## src/rtl/pcpi_wdog_pkg.sv

```systemverilog
`default_nettype none
// ============================================================================
// Module   : pcpi_wdog_pkg
// Brief    : Shared state encoding and default sizing for the PCPI divider
//            liveness watchdog.
// Revision : 1.0 - initial release
// ============================================================================
package pcpi_wdog_pkg;

  typedef enum logic [1:0] {
    WD_IDLE    = 2'd0,
    WD_WAIT    = 2'd1,
    WD_EXPIRED = 2'd2
  } wd_state_e;

  localparam int unsigned C_DEF_CNT_W       = 32;
  localparam int unsigned C_DEF_TIMEOUT_CYC = 40;

  function automatic logic wd_is_busy(input wd_state_e s);
    return (s != WD_IDLE);
  endfunction

endpackage
`default_nettype wire

```

## src/rtl/wdog_sat_counter.sv

```systemverilog
`default_nettype none
// ============================================================================
// Module   : wdog_sat_counter
// Brief    : Width-parameterised counter with clear, load-one, saturating
//            increment and hold.
// Revision : 1.0 - initial release
// ============================================================================
module wdog_sat_counter #(
  parameter int WIDTH = 32
) (
  input  logic             clk,
  input  logic             resetn,
  input  logic             clr,
  input  logic             load1,
  input  logic             inc,
  output logic [WIDTH-1:0] count
);

  localparam logic [WIDTH-1:0] C_MAX = '1;
  localparam logic [WIDTH-1:0] C_ONE = WIDTH'(1);

  logic [WIDTH-1:0] r_count;

  // Priority: clear, then load-one, then increment (stops at all-ones).
  always_ff @(posedge clk) begin
    if (!resetn) begin
      r_count <= '0;
    end else if (clr) begin
      r_count <= '0;
    end else if (load1) begin
      r_count <= C_ONE;
    end else if (inc && (r_count != C_MAX)) begin
      r_count <= r_count + C_ONE;
    end
  end

  assign count = r_count;

endmodule
`default_nettype wire

```

## src/rtl/pcpi_div_liveness_watchdog.sv

```systemverilog
`default_nettype none
// ============================================================================
// Module   : pcpi_div_liveness_watchdog
// Brief    : Observes PCPI divider request/response, records per-transaction
//            latency and flags timeouts and protocol errors.
//            Optional statistics outputs under macro PCPI_WDOG_STATS_EN.
// Revision : 1.0 - initial release
// ============================================================================
module pcpi_div_liveness_watchdog
  import pcpi_wdog_pkg::*;
#(
  parameter int CNT_W       = C_DEF_CNT_W,
  parameter int TIMEOUT_CYC = C_DEF_TIMEOUT_CYC
) (
  input  logic             clk,
  input  logic             resetn,
  input  logic             enable,
  input  logic             req_valid,
  input  logic             rsp_ready,
  input  logic             clear,
  output logic             busy,
  output logic [CNT_W-1:0] latency,
  output logic             timeout,
  output logic             timeout_pls,
  output logic             proto_err
`ifdef PCPI_WDOG_STATS_EN
  ,
  output logic [CNT_W-1:0] max_latency,
  output logic [15:0]      txn_count
`endif
);

  localparam logic [CNT_W-1:0] C_TIMEOUT = CNT_W'(TIMEOUT_CYC);

  wd_state_e        r_state;
  wd_state_e        w_next_state;
  logic [CNT_W-1:0] w_cnt;
  logic [CNT_W-1:0] w_lat_val;

  logic w_cnt_load;
  logic w_cnt_inc;
  logic w_complete;
  logic w_lat_zero;
  logic w_proto;
  logic w_expire;

  logic [CNT_W-1:0] r_latency;
  logic             r_timeout;
  logic             r_timeout_pls;
  logic             r_proto_err;

  wdog_sat_counter #(.WIDTH(CNT_W)) u_cnt (
    .clk    (clk),
    .resetn (resetn),
    .clr    (1'b0),
    .load1  (w_cnt_load),
    .inc    (w_cnt_inc),
    .count  (w_cnt)
  );

  always_ff @(posedge clk) begin
    if (!resetn) begin
      r_state <= WD_IDLE;
    end else begin
      r_state <= w_next_state;
    end
  end

  always_comb begin
    w_next_state = r_state;
    if (enable) begin
      case (r_state)
        WD_IDLE: begin
          if (req_valid && !rsp_ready) begin
            w_next_state = WD_WAIT;
          end
        end
        WD_WAIT, WD_EXPIRED: begin
          if (rsp_ready || !req_valid) begin
            w_next_state = WD_IDLE;
          end else if ((r_state == WD_WAIT) && (w_cnt == C_TIMEOUT)) begin
            w_next_state = WD_EXPIRED;
          end
        end
        default: w_next_state = WD_IDLE;
      endcase
    end
  end

  // Event decode; a response on the exact timeout cycle is a completion.
  always_comb begin
    w_cnt_load = 1'b0;
    w_cnt_inc  = 1'b0;
    w_complete = 1'b0;
    w_lat_zero = 1'b0;
    w_proto    = 1'b0;
    w_expire   = 1'b0;
    if (enable) begin
      case (r_state)
        WD_IDLE: begin
          if (req_valid && rsp_ready) begin
            w_complete = 1'b1;
            w_lat_zero = 1'b1;
          end else if (req_valid) begin
            w_cnt_load = 1'b1;
          end else if (rsp_ready) begin
            w_proto = 1'b1;
          end
        end
        WD_WAIT, WD_EXPIRED: begin
          if (rsp_ready) begin
            w_complete = 1'b1;
          end else if (!req_valid) begin
            w_proto = 1'b1;
          end else begin
            w_cnt_inc = 1'b1;
            w_expire  = (r_state == WD_WAIT) && (w_cnt == C_TIMEOUT);
          end
        end
        default: ;
      endcase
    end
  end

  assign w_lat_val = w_lat_zero ? '0 : w_cnt;

  always_ff @(posedge clk) begin
    if (!resetn) begin
      r_latency     <= '0;
      r_timeout     <= 1'b0;
      r_timeout_pls <= 1'b0;
      r_proto_err   <= 1'b0;
    end else begin
      r_timeout_pls <= w_expire;
      if (w_complete) begin
        r_latency <= w_lat_val;
      end
      if (w_expire) begin
        r_timeout <= 1'b1;
      end else if (clear) begin
        r_timeout <= 1'b0;
      end
      if (w_proto) begin
        r_proto_err <= 1'b1;
      end else if (clear) begin
        r_proto_err <= 1'b0;
      end
    end
  end

  assign busy        = wd_is_busy(r_state);
  assign latency     = r_latency;
  assign timeout     = r_timeout;
  assign timeout_pls = r_timeout_pls;
  assign proto_err   = r_proto_err;

`ifdef PCPI_WDOG_STATS_EN
  logic [CNT_W-1:0] r_max_latency;
  logic [15:0]      w_txn_count;

  // A completion coinciding with clear restarts the statistics from it.
  always_ff @(posedge clk) begin
    if (!resetn) begin
      r_max_latency <= '0;
    end else if (w_complete && (clear || (w_lat_val > r_max_latency))) begin
      r_max_latency <= w_lat_val;
    end else if (clear) begin
      r_max_latency <= '0;
    end
  end

  wdog_sat_counter #(.WIDTH(16)) u_txn_cnt (
    .clk    (clk),
    .resetn (resetn),
    .clr    (clear && !w_complete),
    .load1  (clear && w_complete),
    .inc    (w_complete),
    .count  (w_txn_count)
  );

  assign max_latency = r_max_latency;
  assign txn_count   = w_txn_count;
`endif

endmodule
`default_nettype wire

```

## config.mk

```make
export PLATFORM = sky130hd
export DESIGN_NAME = pcpi_div_liveness_watchdog
export DESIGN_NICKNAME = d
export VERILOG_FILES = /design/src/rtl/pcpi_wdog_pkg.sv /design/src/rtl/wdog_sat_counter.sv /design/src/rtl/pcpi_div_liveness_watchdog.sv
export SDC_FILE = /design/constraint.sdc
export NUM_CORES = 1
export LEC_CHECK = 0
export BUFFER_PORTS_ARGS = -buffer_cell sky130_fd_sc_hd__buf_2
export CORE_ASPECT_RATIO = 1.5
export CORE_MARGIN = 2
export CORE_UTILIZATION = 30
export CTS_CLUSTER_DIAMETER = 150
export CTS_CLUSTER_SIZE = 16
export DETAILED_ROUTE_END_ITERATION = 10
export PLACE_DENSITY_LB_ADDON = 0.3
export SETUP_SLACK_MARGIN = 0.3
export SYNTH_ARGS = -nofsm -noshare
export SYNTH_HDL_FRONTEND = slang
export SYNTH_SLANG_ARGS = --single-unit
```

## constraint.sdc

```tcl
create_clock -name clk -period 2.8 [get_ports clk]
set_input_delay 0.14 -clock clk [delete_from_list [all_inputs] [get_ports clk]]
set_output_delay 0.14 -clock clk [all_outputs]
set_load 0.005 [all_outputs]
```

==> results.md <==
- Status: finished clean
- CP peak stage delay: 0.58 ns
- HP Class: in -> reg
- H-tree levels: 3
- VDD IR-drop max: 0.307 mV
- Seq/Total Area, Yosys: 44.0%
- Post-route clock period utilization: ~83%
- Slowest cell on crit path: o41ai_4
- Post-synthesis cell type count: 51
- Worst Path Arrival: 2.52 ns
- CP Cell Sequence: and4_1 > nand3_1 > o41ai_4 > buf_4 > or3_1 > a21oi_2
- First-pass GRT wire length: 13.2 mm
- Routability cong.: 0.805
- Synth Warn #: 0
- CTS clock-pin slew for the worst setup and hold paths: 0.05 ns
- Hold Slack: 0.0854 ns
- Sw frac: between 20% and 30%
- RSZ-0062 raised after global routing: false
- Hold path depth: 3
- I/O Buffers: 41
- Max Clk Rate: 432 MHz
- Layout area overhead: 18.2%
- Startpoint Class: register
- Remaining antenna violation count after routing: 0
- Row count: 45
- TritonCTS clock tree: built
- Post-synth ARST share: 0%
- Area of the multi-input gates: 1620 µm²
- Remaining global-route overflow: 0
- Combinational power share: between 4 and 5%
- Crit. End Element: register
- Initial antenna violation count: 0
- Mapped Area: ~3100 µm²
- Largest net degree at the start of global routing: 25
- Setup-failing EPs final: 0
- Worst r2r src: u_cnt.count[8]
- Terminus of the critical flop-to-flop path: u_cnt.count[11]
- Worst Hold Path EP: proto_err
- Max Root-Sink Buffers: 2
- Mapped Avg Cell Area: 8.70 µm²
- Die width: 87.5 µm
- Vias: 2900
- Syn Inst Count: between 300 and 400
- Total Routing Usage GR: 14.9%
- Post-CTS Hold Buffers: 0
- Initial Utilization: a little under a third
- Max Cap Viol: 0
- Routed len/inst: 15.5 µm
- Clk_skew: 0.00498 ns
- Most used DFF post-synth: dfxtp_1
- Initial DRC Count: 208
- Worst-Skew Late Latency: 0.33 ns
- Leak Pwr: 1.34 nW
- Relative slew margins: 56.8%
- Reg area: roughly 1400 µm²
- Final Max Slew Viols: 0
- Psw: 0.452 mW
- Ant. Diodes: 0
- Clk pwr share: 47.0%
- Critical Path RT: 3.00 ns
- Crit-path max FO: 17
- Worst-Margin Slew: 0.642 ns
- Post-DP HPWL: between 5 and 6 mm
- Num CTS Buffers: 9
- Int Pwr: about 1.6 mW
- R2R depth: 6
- Sequential share of power: 48.1%
- DRT Pass-1 Iters: 4
- Power consumption: 2.06 mW
- Share of cells above drive strength 1: 18.9%
- Net count after synthesis: 372
- Vias/cell: 5.59
- Setup_tns: 0 ns
- Yosys reg bits: 69
- Top Ports: 42
- Core area: 10100 µm²
- Fill cells: approximately 1100
- Sink Count: between 60 and 70
- Register-to-register setup slack: 0.48 ns
- Min-delay src: clear
- Pwr dens: 554 nW/µm²
- Die Footprint: 11300 µm²
- Final hold violations: 0
- Setup Buffers After CTS: 0
- DRC: 0
- Final min period: ~2.3 ns
- Crit path kind: reg -> reg
- Root Driver: clkbuf_16
- Die Span Y: 129 µm
- Number of global-route vias before repair: 2749
- Post-Route WL: between 8 and 9 mm
- Fin nets: 410
- Post-synth EDFFs: 0
==> logic make-up (layout without fill, tap and decap cells) <==
logic type / after synthesis / in the layout / synth area share [%]
compound gates: 91 / 91 / 21.1
xor+xnor: 7 / 7 / 1.95
fa+ha+maj: 5 / 5 / 1.99
buf+inv: 32 / 73 / 4.66
flops: 69 / 69 / 44.0
mux: 3 / 3 / 1.04
simple gates: 154 / 154 / 25.3
==> sequential cells by signal, summed over array words and instances (netlist names) <==
register	flops
latency	32
proto_err	1
r_state	2
timeout	1
timeout_pls	1
u_cnt.count	32
==> layer usage <==
metal	vias up	GRT usage, %	part of all wire (%)
li1	1413	-	-
met1	1386	17.1	41
met2	81	25.2	52
met3	20	3.57	4.0
met4	0	8.05	3.3
met5	-	0	0
==> layout make-up <==
type                       instances  share of cell area, %
tap                              117                   3.94
sequential                        69                   37.2
clock buffer                      12                   6.37
timing repair buffer              50                   7.68
multi-input combinational        260                   43.6
clock inverter                     2                  0.337
inverter                           9                  0.910
==> cells in the final DEF (no fill, tap or decap), types with 9 or more instances in the layout <==
| cell type | instances |
|---|---|
| or3_1 | 13 |
| clkbuf_16 | 9 |
| nand2_1 | 26 |
| nand3_1 | 16 |
| dfxtp_1 | 69 |
| buf_2 | 41 |
| a21oi_1 | 16 |
| a22oi_1 | 32 |
| inv_1 | 9 |
| nor2_1 | 49 |
==> power groups by stage <==
stage	clock (mW)	combinational [mW]	sequential (mW)
2_1_floorplan	0	0.0619	1.01
3_3_place_gp	0	0.0989	1.01
3_5_place_dp	0	0.100	1.01
4_1_cts	1.00	0.100	0.990
5_1_grt	1.04	0.109	0.990
6_report	0.967	0.0998	0.991
==> worst max-delay path by stage <==
stage              startpoint              end  slack, ns  cells after the start
2_1_floorplan      r_state[0]  u_cnt.count[10]       0.84                      7
3_3_place_gp   u_cnt.count[8]  u_cnt.count[11]       0.48                      6
3_5_place_dp   u_cnt.count[8]  u_cnt.count[11]       0.46                      6
4_1_cts        u_cnt.count[8]  u_cnt.count[11]       0.44                      6
5_1_grt        u_cnt.count[8]  u_cnt.count[30]       0.33                      5
6_report       u_cnt.count[8]  u_cnt.count[11]       0.48                      6
==> synthesized netlist by cell type (all sizes together), types with 2 or more instances <==
cell type | n | area, µm²
o21ai | 12 | 60.1
clkbuf | 15 | 57.6
a21oi | 24 | 150
and4 | 2 | 17.5
mux2 | 2 | 22.5
a311oi | 2 | 17.5
nand4 | 6 | 37.5
or4 | 7 | 52.6
nand4b | 3 | 26.3
a41o | 2 | 20.0
a22oi | 32 | 240
and2 | 3 | 18.8
nor4b | 2 | 17.5
o31ai | 5 | 37.5
or4b | 2 | 20.0
buf | 8 | 55.1
and3 | 5 | 31.3
xnor2 | 6 | 52.6
nor3 | 5 | 25.0
a31oi | 3 | 18.8
or3 | 13 | 81.3
o41ai | 4 | 53.8
inv | 9 | 33.8
dfxtp | 69 | 1380
nor4 | 8 | 50.1
ha | 5 | 62.6
nand3 | 17 | 90.1
nand2b | 2 | 12.5
nor2 | 49 | 184
nand2 | 26 | 97.6
==> metrics by stage <==
step | instances | setup slack [ns] | cell area [µm²] | utilization, %
floorplan | 361 | 0.840 | 3140 | -
global placement | 505 | 0.478 | 3460 | 34.2
detailed placement | 505 | 0.461 | 3460 | 34.2
CTS | 519 | 0.438 | 3710 | 36.6
global route | 519 | 0.326 | 3710 | 36.6
finish | 519 | 0.483 | 3710 | 36.6
==> critical path, delay by kind of cell (launching register included) <==
| family | cells | cell delay, ns |
|---|---|---|
| flops | 1 | 0.48 |
| simple gates | 3 | 0.76 |
| compound gates | 2 | 0.63 |
| buf+inv | 1 | 0.31 |
==> repair_timing <==
item / in CTS / in global routing
setup endpoints to repair: 0 / 7
endpoints found under the hold margin: 0 / 0
resized for setup: 0 / 0
(Power assumes the default switching activity.)
